### src/rtl/fetch_unit_if.sv
// Fetch-unit bus: decoder control inputs, instruction-memory handshake and decoder-facing output.
interface fetch_unit_if;
  logic        stall;
  logic        redirect_valid;
  logic [31:0] redirect_target;
  logic        imem_req;
  logic [31:0] imem_addr;
  logic        imem_ack;
  logic [31:0] imem_rdata;
  logic [31:0] instr;
  logic [31:0] instr_pc;
  logic        instr_valid;

  modport slave (
    input  stall, redirect_valid, redirect_target, imem_ack, imem_rdata,
    output imem_req, imem_addr, instr, instr_pc, instr_valid
  );

  modport master (
    output stall, redirect_valid, redirect_target, imem_ack, imem_rdata,
    input  imem_req, imem_addr, instr, instr_pc, instr_valid
  );
endinterface

### src/rtl/fetch_unit.sv
// Instruction fetch unit: single outstanding memory request, output register plus skid register,
// redirect with in-flight discard.
module fetch_unit #(
  parameter logic [31:0] RESET_PC = 32'h0000_0000
) (
  input  logic        clk,
  input  logic        rst_n,
  fetch_unit_if.slave bus
);

  typedef enum logic [1:0] {IDLE, REQ, HOLD, DISCARD} state_t;

  state_t      state, state_next;
  logic [31:0] pc, pc_next;
  logic        req_q, req_next;
  logic [31:0] addr_q, addr_next;
  logic        out_valid, out_valid_next;
  logic [31:0] out_instr, out_instr_next;
  logic [31:0] out_pc, out_pc_next;
  logic        skid_valid, skid_valid_next;
  logic [31:0] skid_instr, skid_instr_next;
  logic [31:0] skid_pc, skid_pc_next;

  logic        ack;
  logic        consume;
  logic        accept;
  logic [31:0] target;

  // An ack only counts while a request is actually outstanding.
  assign ack     = bus.imem_ack && req_q;
  assign consume = out_valid && !bus.stall;
  assign accept  = ack && (state == REQ) && !bus.redirect_valid;
  assign target  = bus.redirect_target & ~32'h0000_0003;

  always_ff @(posedge clk or negedge rst_n) begin
    if (!rst_n) state <= IDLE;
    else        state <= state_next;
  end

  always_comb begin
    state_next = state;
    unique case (state)
      IDLE:    state_next = REQ;
      REQ: begin
        if (bus.redirect_valid)            state_next = ack ? REQ : DISCARD;
        else if (accept && skid_valid_next) state_next = HOLD;
      end
      HOLD:    if (!skid_valid_next) state_next = REQ;
      DISCARD: if (ack) state_next = REQ;
      default: state_next = IDLE;
    endcase
  end

  // A fresh address is issued whenever a request starts or the previous one was acked;
  // otherwise the outstanding address is held (this covers DISCARD and pending REQ).
  always_comb begin
    req_next  = (state_next == REQ) || (state_next == DISCARD);
    addr_next = addr_q;
    if ((state_next == REQ) && ((state != REQ) || ack)) addr_next = pc_next;
  end

  always_comb begin
    pc_next         = pc;
    out_valid_next  = out_valid;
    out_instr_next  = out_instr;
    out_pc_next     = out_pc;
    skid_valid_next = skid_valid;
    skid_instr_next = skid_instr;
    skid_pc_next    = skid_pc;
    if (bus.redirect_valid) begin
      out_valid_next  = 1'b0;
      skid_valid_next = 1'b0;
      pc_next         = target;
    end else begin
      if (consume) begin
        out_valid_next  = skid_valid;
        skid_valid_next = 1'b0;
        if (skid_valid) begin
          out_instr_next = skid_instr;
          out_pc_next    = skid_pc;
        end
      end
      // Evaluated after the consume shift so program order is kept.
      if (accept) begin
        if (!out_valid_next) begin
          out_valid_next = 1'b1;
          out_instr_next = bus.imem_rdata;
          out_pc_next    = addr_q;
        end else begin
          skid_valid_next = 1'b1;
          skid_instr_next = bus.imem_rdata;
          skid_pc_next    = addr_q;
        end
        pc_next = addr_q + 32'd4;
      end
    end
  end

  always_ff @(posedge clk or negedge rst_n) begin
    if (!rst_n) begin
      pc         <= RESET_PC;
      req_q      <= 1'b0;
      addr_q     <= '0;
      out_valid  <= 1'b0;
      out_instr  <= '0;
      out_pc     <= '0;
      skid_valid <= 1'b0;
      skid_instr <= '0;
      skid_pc    <= '0;
    end else begin
      pc         <= pc_next;
      req_q      <= req_next;
      addr_q     <= addr_next;
      out_valid  <= out_valid_next;
      out_instr  <= out_instr_next;
      out_pc     <= out_pc_next;
      skid_valid <= skid_valid_next;
      skid_instr <= skid_instr_next;
      skid_pc    <= skid_pc_next;
    end
  end

  assign bus.imem_req    = req_q;
  assign bus.imem_addr   = addr_q;
  assign bus.instr       = out_instr;
  assign bus.instr_pc    = out_pc;
  assign bus.instr_valid = out_valid;

endmodule

### src/flat_wrapper.sv
// flat-port wrapper written by rule: the top's interface ports become plain ports
module fetch_unit_flat 
#(
  parameter logic [31:0] RESET_PC = 32'h0000_0000
)
  (clk, rst_n, bus_stall, bus_redirect_valid, bus_redirect_target, bus_imem_ack, bus_imem_rdata, bus_imem_req, bus_imem_addr, bus_instr, bus_instr_pc, bus_instr_valid);
  fetch_unit_if bus_i ();
  input  logic clk;
  input  logic rst_n;
  input wire logic [$bits(bus_i.stall)-1:0] bus_stall;
  input wire logic [$bits(bus_i.redirect_valid)-1:0] bus_redirect_valid;
  input wire logic [$bits(bus_i.redirect_target)-1:0] bus_redirect_target;
  input wire logic [$bits(bus_i.imem_ack)-1:0] bus_imem_ack;
  input wire logic [$bits(bus_i.imem_rdata)-1:0] bus_imem_rdata;
  output wire logic [$bits(bus_i.imem_req)-1:0] bus_imem_req;
  output wire logic [$bits(bus_i.imem_addr)-1:0] bus_imem_addr;
  output wire logic [$bits(bus_i.instr)-1:0] bus_instr;
  output wire logic [$bits(bus_i.instr_pc)-1:0] bus_instr_pc;
  output wire logic [$bits(bus_i.instr_valid)-1:0] bus_instr_valid;
  assign bus_i.stall = bus_stall;
  assign bus_i.redirect_valid = bus_redirect_valid;
  assign bus_i.redirect_target = bus_redirect_target;
  assign bus_i.imem_ack = bus_imem_ack;
  assign bus_i.imem_rdata = bus_imem_rdata;
  assign bus_imem_req = bus_i.imem_req;
  assign bus_imem_addr = bus_i.imem_addr;
  assign bus_instr = bus_i.instr;
  assign bus_instr_pc = bus_i.instr_pc;
  assign bus_instr_valid = bus_i.instr_valid;
  fetch_unit #(.RESET_PC(RESET_PC)) u_core (.clk(clk), .rst_n(rst_n), .bus(bus_i));
endmodule
### config.mk
export PLATFORM = sky130hd
export DESIGN_NAME = fetch_unit_flat
export DESIGN_NICKNAME = d
export VERILOG_FILES = /design/src/rtl/fetch_unit_if.sv /design/src/rtl/fetch_unit.sv /design/src/flat_wrapper.sv
export SDC_FILE = /design/constraint.sdc
export NUM_CORES = 1
export LEC_CHECK = 0
export ABC_AREA = 1
export ABC_CLOCK_PERIOD_IN_PS = 3300
export CAP_MARGIN = 20
export CORE_AREA = 3 3 167 169
export DETAILED_ROUTE_END_ITERATION = 8
export DIE_AREA = 0 0 170 172
export PLACE_DENSITY = 0.52
export SLEW_MARGIN = 20
export SYNTH_ARGS = -nofsm -noshare
export SYNTH_HDL_FRONTEND = slang
export SYNTH_SLANG_ARGS = --single-unit
### constraint.sdc
create_clock -name clk -period 3.3 [get_ports clk]
set_input_delay 0.495 -clock clk [delete_from_list [all_inputs] [get_ports clk]]
set_output_delay 0.495 -clock clk [all_outputs]
set_load 0.02 [all_outputs]
# [Word level (Yosys, flattened, before mapping)]
# Cells that the tools add are included.
[classes] addsub=1 eq_ne=6 n_mux=24 bitwise=1 reduce_logical=12
[ops] cell="two-way mux 32 bit" count=10
[ops] cell="adder 32 x 3 -> 32 bit, second input constant" count=1
[ops] cell="two-way mux 2 bit" count=5
[ops] cell="two-way mux 1 bit" count=8
[ops] cell="one-hot mux 2 bit (4 select lines)" count=1
[ops] cell="== test 2 bit, second input constant" count=3
[ops] cell="logical AND 1 bit" count=6
[ops] cell="== test 2 x 1 -> 1 bit, second input constant" count=2
[ops] cell="AND reduction 3 bit" count=1
[ops] cell="logical NOT 1 bit" count=2
[ops] cell="logical NOT 2 bit" count=1
[ops] cell="logical OR 1 bit" count=2
[ops] cell="inequality test 2 x 1 -> 1 bit, second input constant" count=1
[ops] cell="NOT 1 bit" count=1
[word_totals] reg_bits=197 output_inout_bits=98

# [Longest topological paths before layout]
[depth] word_depth=13 ltp_mapped=12 mapped_depth_nobuf=12

# [Worst setup path before layout]
# OpenSTA, ideal clock, no wires.
[synth_timing] kind="register to register" startpoint="reg u_core.req_q, in the netlist u_core.bus.imem_req" endpoint="reg u_core.skid_instr[22]" arrival_ps=1585 required_time_ps=3172 slack_ps=1588 stages_incl_launch_ff=7 n_path_buf=2 synth_period_minus_slack_ps=1712 path_cell_list="dfrtp_1 > nand3_2 > nor2_4 > nand2_2 > buf_2 > buf_4 > mux2_1"
[synth_between] elab_chain_cells=4
[synth_rtl] item="start: declaration" line_no="fetch_unit.sv:15" source="logic req_q, req_next;"
[synth_rtl] item="start signal: assignment" line_no="fetch_unit.sv:112" source="req_q <= req_next;"
[synth_rtl] item="logical AND 1 bit" line_no="fetch_unit.sv:30" source="assign ack = bus.imem_ack && req_q;"
[synth_rtl] item="logical AND 1 bit (2 in a row)" line_no="fetch_unit.sv:32" source="assign accept = ack && (state == REQ) && !bus.redirect_valid;"
[synth_rtl] item="AND reduction 3 bit (no source line)"
[synth_rtl] item="end signal: assignment" line_no="fetch_unit.sv:118" source="skid_instr <= skid_instr_next;"
[synth_rtl] item="end: declaration" line_no="fetch_unit.sv:21" source="logic [31:0] skid_instr, skid_instr_next;"
# Every way passes these cells.
# A chain may end at the register's enable or synchronous reset.

# [Worst setup path after layout]
[layout_timing] startpoint="in bus_redirect_valid" endpoint="reg u_core.out_instr[25], in the netlist u_core.bus.instr[25]"
[layout_between] elab_chain_cells=3
[layout_rtl] item="start: declaration" line_no="flat_wrapper.sv:11" source="input wire logic [$bits(bus_i.redirect_valid)-1:0] bus_redirect_valid;"
[layout_rtl] item="logical NOT 1 bit" line_no="fetch_unit.sv:32"
[layout_rtl] item="logical AND 1 bit" line_no="fetch_unit.sv:32"
[layout_rtl] item="two-way mux 32 bit" line_no="fetch_unit.sv:84" source="if (accept) begin"
[layout_rtl] item="end signal: assignment" line_no="fetch_unit.sv:115" source="out_instr <= out_instr_next;"
[layout_rtl] item="end: declaration" line_no="fetch_unit.sv:18" source="logic [31:0] out_instr, out_instr_next;"
# Parallel ways exist; a longest one is shown, timed or not.

==> impl_metrics.json <==
{
  "status": "finished, final reports clean",
  "areaGrowthSynthToFinish_pct": 27.1,
  "coreArea_um2": 26700,
  "antennaDiodeCount": 0,
  "crit_arrival_ns": 2.76,
  "ys_ff_latch": 196,
  "critPathLaunchType": "primary input",
  "setup_viol": 0,
  "avgSynthCellArea_um2": 8.42,
  "overflow": 0,
  "die_y_um": 172,
  "tns_ns": 0,
  "fin_crit_sh": 0.724,
  "drc_errors": 0,
  "fin_skew_ns": 0.0177,
  "layout_setup_ws_ns": 0.909,
  "slew_violations": 0,
  "ctsResizeCount": 0,
  "cts_hold_buf": 0,
  "gp_congestion": 0.903,
  "initial_utilization": 0.345,
  "multiInputGateArea_um2": 3760,
  "power_leakage_nw": 5.25,
  "cts_root_buffer": "clkbuf_16",
  "hold_path_class": "primary input to async pin",
  "core.rowCount": 60,
  "finalNonFillerCells": 1583,
  "clk_path_buf_depth": 2,
  "relSlewSlack": 0.497,
  "final_layout_size_suffix_gt1_frac": 0.0725,
  "wl_per_cell_um": 17.6,
  "via_per_inst": 5.04,
  "cp.required_ns": 3.67,
  "htreeDepth": 4,
  "syn_area_um2": 9230,
  "hold_viol": 0,
  "layout.nets": 1299,
  "fmax_mhz": 418,
  "final_common_cell": "nand2_1",
  "drt-total-wl_um": 27800,
  "place_area_um2": 11100,
  "yosysSeqAreaShare": 0.531,
  "crit_fanout": 63,
  "timing.final.crit_period_ns": 2.39,
  "power_density_nw_per_um2": 900,
  "cp-end-kind": "flop",
  "post-place-ws_ns": 0.448,
  "critPathKind": "primary input to flop",
  "placedCellCount": 1551,
  "setup.worst_path.start": "bus_redirect_valid",
  "cts.clk_slew.worst_paths_ns": 0.09,
  "cts_tree": "done",
  "drtAntennaViolNets": 0,
  "worst_pin_slew_ns": 0.755,
  "rsz0062_at_grt": "no",
  "syn-instance-count": 1096,
  "insertion_delay_ns": 0.45,
  "grt_pass1_wl_um": 43400,
  "dr_total_vias": 7980,
  "io_buffers": 164,
  "die-area_um2": 29200,
  "clock_sinks": 196,
  "synth_warnings": 0,
  "cts_setup_buffers": 0,
  "grt_max_degree": 140,
  "dp_hpwl_um": 18500,
  "fin_util": 0.439,
  "cts_buffers": 17,
  "synth_cell_type_count": 35,
  "r2r_start": "u_core.state[1]$_DFF_PN0_",
  "fin_area_um2": 11700,
  "drt_iter0_markers": 735,
  "layout_common_cells": "361 x nand2_1, 196 x dfrtp_1, 163 x clkdlybuf4s50_1",
  "synth_nets": 1166,
  "n_fill_cell": 2672,
  "drv_cap": 0,
  "grt_pass1_vias": 7629,
  "area.sequential_um2": 4900,
  "whs_ns": 0.00963,
  "grtUsageTotal": 0.189,
  "die_x_um": 170,
  "peakVddDrop_uv": 413,
  "first_pass_iters": 5,
  "antenna_found_initial": 0,
  "io-pin-count": 167,
  "finalPower_mw": 10.6
}
-- cells by family (layout without fill, tap and decap cells) --
kind of cell,Yosys count,after routing,share of synthesized area
AOI/OAI and AO/OA,259,259,0.155
xor gates and xnor gates,2,2,0.00190
adders and majority gates,1,1,0.00136
buffers and inverters,130,276,0.0626
DFF,196,196,0.531
muxes,34,34,0.0415
and+or+nand+nor,474,474,0.206
-- synthesized netlist by cell type --
cell,instances,area (um2)
o211ai_1,1,7.51
nand3b_2,1,11.3
o22ai_1,4,25.0
buf_6,9,101
o21ai_2,1,8.76
dfrtp_1,196,4900
ha_1,1,12.5
o21ai_0,104,521
nor2_8,1,20.0
clkinv_1,1,3.75
clkbuf_1,44,165
xor2_1,2,17.5
nand4_1,3,18.8
nand2_2,2,12.5
nand2_1,362,1360
a21oi_1,68,340
buf_2,10,50.1
inv_1,55,206
buf_4,2,15.0
nand2_8,1,20.0
mux2_1,11,124
buf_1,2,7.51
inv_2,6,22.5
nand3_1,44,220
nand3_2,1,10.0
a22oi_1,3,22.5
a31oi_1,61,382
mux2_2,23,259
nor2_1,57,214
nand3b_1,1,7.51
nor2_4,1,11.3
inv_4,1,6.26
a22o_1,9,78.8
a21boi_2,1,11.3
o21ai_1,7,35.0
-- path summary, 6_finish.rpt --
path                            slack [ns]  cells past startpoint                                 to
worst min-delay path                  0.01                      1   u_core.skid_instr[9]$_DFFE_PN0P_
worst max-delay path                  0.91                      7   u_core.bus.instr[25]$_DFFE_PN0N_
worst min register to register        0.48                      2      u_core.skid_pc[5]$_DFFE_PN0P_
worst max register to register        1.08                      8   u_core.bus.instr[25]$_DFFE_PN0N_
min in group clk                      0.48                      2      u_core.skid_pc[5]$_DFFE_PN0P_
max in group asynchronous             2.43                      2  u_core.skid_instr[24]$_DFFE_PN0P_
-- layer usage --
layer  share of wire  global-route usage
met5               0                   0
met4           0.016              0.0511
met3           0.049              0.0290
met2            0.43               0.281
met1            0.50               0.287
-- sequential cells by signal, summed over array words and instances, names as in the netlist --
register	flops
u_core.skid_instr	32
u_core.bus.imem_addr	32
u_core.bus.instr	32
u_core.bus.instr_valid	1
u_core.bus.imem_req	1
u_core.skid_pc	32
u_core.state	1
u_core.pc	32
u_core.skid_valid	1
u_core.bus.instr_pc	32
-- power by group --
part           switching [mW]  internal, mW  total [mW]
logic                    2.33          1.81        4.14
registers               0.885          3.41        4.30
clock network            1.09          1.03        2.12
-- cell type report --
| class | count | area share |
|---|---|---|
| clock buffers | 17 | 0.0363 |
| clock inverters | 15 | 0.0151 |
| inverters | 63 | 0.0206 |
| multi-input cells | 770 | 0.320 |
| flip-flops and latches | 196 | 0.418 |
| well taps | 341 | 0.0364 |
| repair buffers | 181 | 0.153 |
-- critical path, stage by stage --
cell,delay [ns]
clkdlybuf4s50_1,0.65
nor2_4,0.37
inv_4,0.17
nor2_8,0.11
buf_4,0.59
nand2_1,0.12
a31oi_1,0.19
Power figures use the tool's default switching activity.
==> RTL change 1, RTL diff (config.mk and constraints unchanged) <==
Re-encode `state_t` (4 states) as Gray code, 2 bits wide.
--- a/src/rtl/fetch_unit.sv
+++ b/src/rtl/fetch_unit.sv
@@ -8,7 +8,7 @@
   fetch_unit_if.slave bus
 );
 
-  typedef enum logic [1:0] {IDLE, REQ, HOLD, DISCARD} state_t;
+  typedef enum logic [1:0] {IDLE = 2'b00, REQ = 2'b01, HOLD = 2'b11, DISCARD = 2'b10} state_t;
 
   state_t      state, state_next;
   logic [31:0] pc, pc_next;
Behaviour: same outputs for any inputs over 4 cycles, from zero or initial values and one cycle with rst_n low; so few cycles prove little.
==> RTL change 1 against the unedited design <==
  * Worst setup slack lost 0.0031 ns
  * Sequential cell count grew 1
  * Count of clock-buffer cells in the layout is the same
  * Area after synthesis shrank 0.16%
  * Routed wire length shrank 3.0%
  * Register-to-register slack lost 0.07 ns
  * Power grew 5.3%
  * Clock power grew 7%
  * Die area is the same
  * Critical path depth grew 7
  * Final area grew 0.99%
==> RTL change 1: results (changes against the unedited design) <==
* R2r worst-path depth at 13 (+5)
* Reg2Reg Capture Point: u_core.bus.imem_addr[21]
* Inst Count DP at 1,545 (-0.39%)
* Final non-filler cell total at 1,577 (-0.38%)
* WHS at 0.0601 ns (+0.0505 ns)
* Global placement routability congestion at 0.868 (-3.9%)
* PostCTS Resize Cnt at 0 (unchanged)
* Clock-pin slew on the worst setup and hold paths at roughly 0.08 ns
* Post-DP Area at 0.0112 mm2 (+0.67%)
* Status: finished clean
* First-pass GRT wire length at 42.5 mm (-2.2%)
* Vias in the first global route at 7,376 (-3.3%)
* GR met2 Demand/Resource at 30.1% (+2.0 points)
* Place WS at 0.461 ns (+0.0129 ns)
* WL met2 at 12.7 mm (+5.9%)
* Share of cells above drive strength 1 at 8.74% (+1.5 points)
* Fin Clk Skew at 0.0111 ns (-0.00659 ns)
* Largest net degree at the start of global routing at 81 (-42%)
* Max FO, Critical Path at 28 (-56%)
* WL met3 at 1.05 mm (-24%)
* Global-route track usage on met3 at 2.95% (+0.046 points)
* WL/cell at 17.1 um (-2.7%)
* Clock Path Buffers at 2 (unchanged)
* Setup Buffers After CTS at 0 (unchanged)
* Sw Ratio at 39.6% (-1.2 points)
* Max rail drop VDD at 0.425 mV (+2.8%)
* Setup slack, reg-to-reg at 1.01 ns (-0.07 ns)
* Worst-Margin Slew at 0.707 ns (-0.0477 ns)
* RR Startpoint: u_core.bus.imem_req
* Pint at 6.71 mW (+7.4%)
* Syn_nets at 1,151 (-1.3%)
* Root Driver: clkbuf_16
* Syn avg cell area at 8.53 um2 (+1.3%)
* Most frequent cells after synthesis: nand2_1 (314), dfrtp_1 (197), o21ai_0 (130), nor2_1 (127), a31oi_1 (61)
* Initial DRC Count at 537 (-27%)
* Clock share of power at 20.4% (+0.3 points)
[RTL change 1: changes by cell type after synthesis, moves of 9 or more]
| cell | delta |
|---|---|
| a21oi_1 | -51 |
| a22o_1 | -9 |
| buf_2 | +12 |
| clkbuf_1 | -14 |
| mux2_1 | -11 |
| mux2_2 | -11 |
| mux2_4 | +22 |
| nand2_1 | -48 |
| nor2_1 | +70 |
| o21ai_0 | +26 |
[RTL change 1: worst max-delay path: cells and delay by family]
family,cells,cell delay (ns)
adders and majority gates,1,0.19
buffers and inverters,4,0.90
and+or+nand+nor,4,0.49
AOI/OAI and AO/OA,5,0.60
[RTL change 1: kinds of logic (layout without fill, tap and decap cells)]
| logic type | Yosys count | count (layout) | synth area share (%) |
|---|---|---|---|
| xor+xnor | 8 | 8 | 0.760 |
| compound gates | 224 | 224 | 13.3 |
| flops | 197 | 197 | 53.5 |
| simple gates | 497 | 497 | 21.4 |
| buf+inv | 118 | 274 | 5.67 |
| fa+ha+maj | 2 | 2 | 0.271 |
| mux | 34 | 34 | 5.05 |
[RTL change 1: worst max path at each step]
stage,start,endpoint,slack [ns],cells past startpoint
final,bus_imem_ack,u_core.bus.imem_addr[21],0.91,14
after global routing,bus_imem_ack,u_core.bus.imem_addr[2],0.75,14
after CTS,bus_imem_ack,u_core.bus.imem_addr[21],0.92,14
after detailed placement,bus_imem_ack,u_core.bus.imem_addr[21],0.46,14
after global placement,bus_imem_ack,u_core.bus.imem_addr[31],0.50,14
after floorplan,bus_imem_ack,u_core.bus.imem_addr[12],0.96,15
[RTL change 1: final cells by class]
type / count / area [um2]
Sequential cell: 197 / 4930
Timing Repair Buffer: 186 / 1860
Tap cell: 341 / 427
Inverter: 56 / 211
Fill cell: 2745 / 14900
Clock inverter: 15 / 219
Clock buffer: 17 / 425
Multi-Input combinational cell: 765 / 3780
==> RTL change 2, RTL diff (same settings) <==
Without the edit above. Take the reset off `addr_q`, `out_instr` and `skid_instr` and load them in a clocked block of their own.
--- a/src/rtl/fetch_unit.sv
+++ b/src/rtl/fetch_unit.sv
@@ -100,24 +100,24 @@
     if (!rst_n) begin
       pc         <= RESET_PC;
       req_q      <= 1'b0;
-      addr_q     <= '0;
       out_valid  <= 1'b0;
-      out_instr  <= '0;
       out_pc     <= '0;
       skid_valid <= 1'b0;
-      skid_instr <= '0;
       skid_pc    <= '0;
     end else begin
       pc         <= pc_next;
       req_q      <= req_next;
-      addr_q     <= addr_next;
       out_valid  <= out_valid_next;
-      out_instr  <= out_instr_next;
       out_pc     <= out_pc_next;
       skid_valid <= skid_valid_next;
-      skid_instr <= skid_instr_next;
       skid_pc    <= skid_pc_next;
     end
+  end
+
+  always_ff @(posedge clk) begin
+    addr_q     <= addr_next;
+    out_instr  <= out_instr_next;
+    skid_instr <= skid_instr_next;
   end
 
   assign bus.imem_req    = req_q;
Formal check against the unedited RTL: not equivalent (Yosys sat finds a counterexample within 4 cycles, from zero or initial values and one cycle with rst_n low).
==> RTL change 2 against the unedited design <==
  * Final area is 2.5% lower
  * Global-route usage is 0.96 points lower
  * Worst hold slack better by 0.47 ns
  * Power is 25% lower
  * Sequential cell count stayed put
  * Clock skew is 0.014 ns higher
  * Largest power group unchanged
  * Worst setup slack better by 0.14 ns
  * Sequential share of layout area is 5.3 points higher
  * Routed wire length is 4.8% lower
  * Area after synthesis is 4.2% lower
==> RTL change 2: results (changes against the unedited design) <==
* Vias/cell at 4.89 (-3.0%)
* WL/cell at 17.7 um (+0.67%)
* Clock-pin slew on the worst setup and hold paths at 0.07 ns (-0.02 ns)
* Post-synth top area share at 32.6% (-21 points)
* Initial DRC Count at 516 (-30%)
* Post-DP Area at 0.0109 mm2 (-2.3%)
* Place WS at 0.759 ns (+0.311 ns)
* Slew headroom at 56.6% (+6.9 points)
* Post-detail-place hpwl at 17.8 mm (-3.9%)
* Vias in the first global route at 7,001 (-8.2%)
* Leakage at 4.59 nW (-13%)
* Adder-cell share of the synthesized area at 0.141% (+0.0059 points)
* Multiplexer share of the synthesized area at 0% (-4.1 points)
* Largest net degree at the start of global routing at 112 (-20%)
* Global placement routability congestion at 0.935 (+3.6%)
* # diodes at 0 (unchanged)
* First-pass GRT wire length at 40.6 mm (-6.5%)
* Critical Path Max Stage Delay at 0.70 ns (+0.05 ns)
* Warnings from Yosys at 0 (unchanged)
* Worst EP arrival at 1.76 ns (-1.00 ns)
* Status: finished clean
* Synth Area in XOR/XNOR at 0.495% (+0.31 points)
* Max rail drop VDD at 0.324 mV (-22%)
* Fmax at 444 MHz (+6.2%)
* Ranking of synthesized cells by area: edfxtp_1 (33%), dfrtp_1 (28%), nand2_1 (12%)
* Most used flip-flop cell after synthesis: dfrtp_1
* Share of cells above drive strength 1 at 5.28% (-2.0 points)
* Max FO, Critical Path at 7 (-89%)
* Async set-reset flop share out of synthesis at 51.0% (-49 points)
* Syn_nets at 1,063 (-8.8%)
* Netlist cell types at 26 (-26%)
* Register area share after synthesis at 60.9% (+7.8 points)
* Compound-Gate Fraction of Synth Area at 12.3% (-3.2 points)
* Hold/Removal Path Class: reg2reg
* H-tree depth at 4 (unchanged)
[RTL change 2: cell count changes after synthesis, sizes merged, moves of 18 or more]
cell	change
dfrtp	-96
edfxtp	+96
nand2	-93
a21oi	+77
nor2	+72
a31oi	-61
o21ai	-46
mux2	-34
nand3	+18
[RTL change 2: final timing paths]
check / end / startpoint / depth (start not counted)
setup / recovery: bus_imem_addr[5] / u_core.bus.imem_addr[5] / 1
hold / removal: u_core.skid_pc[17] / u_core.skid_pc[17] / 2
hold reg to reg: u_core.skid_pc[17] / u_core.skid_pc[17] / 2
min in group asynchronous: u_core.pc[27] / rst_n / 2
max in group asynchronous: u_core.bus.instr_pc[21] / rst_n / 3
setup reg to reg: u_core.bus.imem_addr[10] / u_core.bus.imem_addr[2] / 8
[RTL change 2: per-stage QoR]
| stage | power, mW | instances | util [%] | hold slack, ns |
|---|---|---|---|---|
| floorplan | 4.80 | 993 | - | 0.199 |
| global placement | 5.92 | 1464 | 40.7 | 0.435 |
| detailed placement | 5.96 | 1464 | 40.7 | 0.427 |
| CTS | 8.00 | 1497 | 42.8 | 0.485 |
| global route | 8.37 | 1497 | 42.8 | 0.489 |
| finish | 7.90 | 1497 | 42.8 | 0.483 |
[RTL change 2: metal layers]
metal / vias up / GRT usage (%) / share of wire [%]
met5: - / 0 / 0
met4: 0 / 5.22 / 1.6
met3: 23 / 2.93 / 5.0
met2: 224 / 28.4 / 46
met1: 3466 / 25.7 / 47
li1: 3609 / - / -
[RTL change 2: cell families after synthesis]
kind of cell    Yosys count
compound gates          215
xor+xnor                  5
fa+ha+maj                 1
buf+inv                 105
flops                   196
simple gates            471
[RTL change 2: area by class of cell]
| class | instances | area, um2 |
|---|---|---|
| well taps | 341 | 427 |
| flip-flops and latches | 196 | 5390 |
| clock buffers | 17 | 425 |
| repair buffers | 184 | 1850 |
| inverters | 52 | 198 |
| multi-input cells | 692 | 3020 |
| clock inverters | 15 | 136 |
| fillers | 2632 | 15300 |
[RTL change 2: repair_timing]
item / 4_1_cts / 5_1_grt
hold endpoints to repair: 21 / 0
setup endpoints to repair: 0 / 0
hold buffers: 1 / 0
[RTL change 2: power breakdown]
part / switching (mW) / internal, mW / total, mW
Clock: 1.02 / 1.00 / 2.02
Sequential: 0.405 / 3.22 / 3.62
Combinational: 1.28 / 0.974 / 2.25
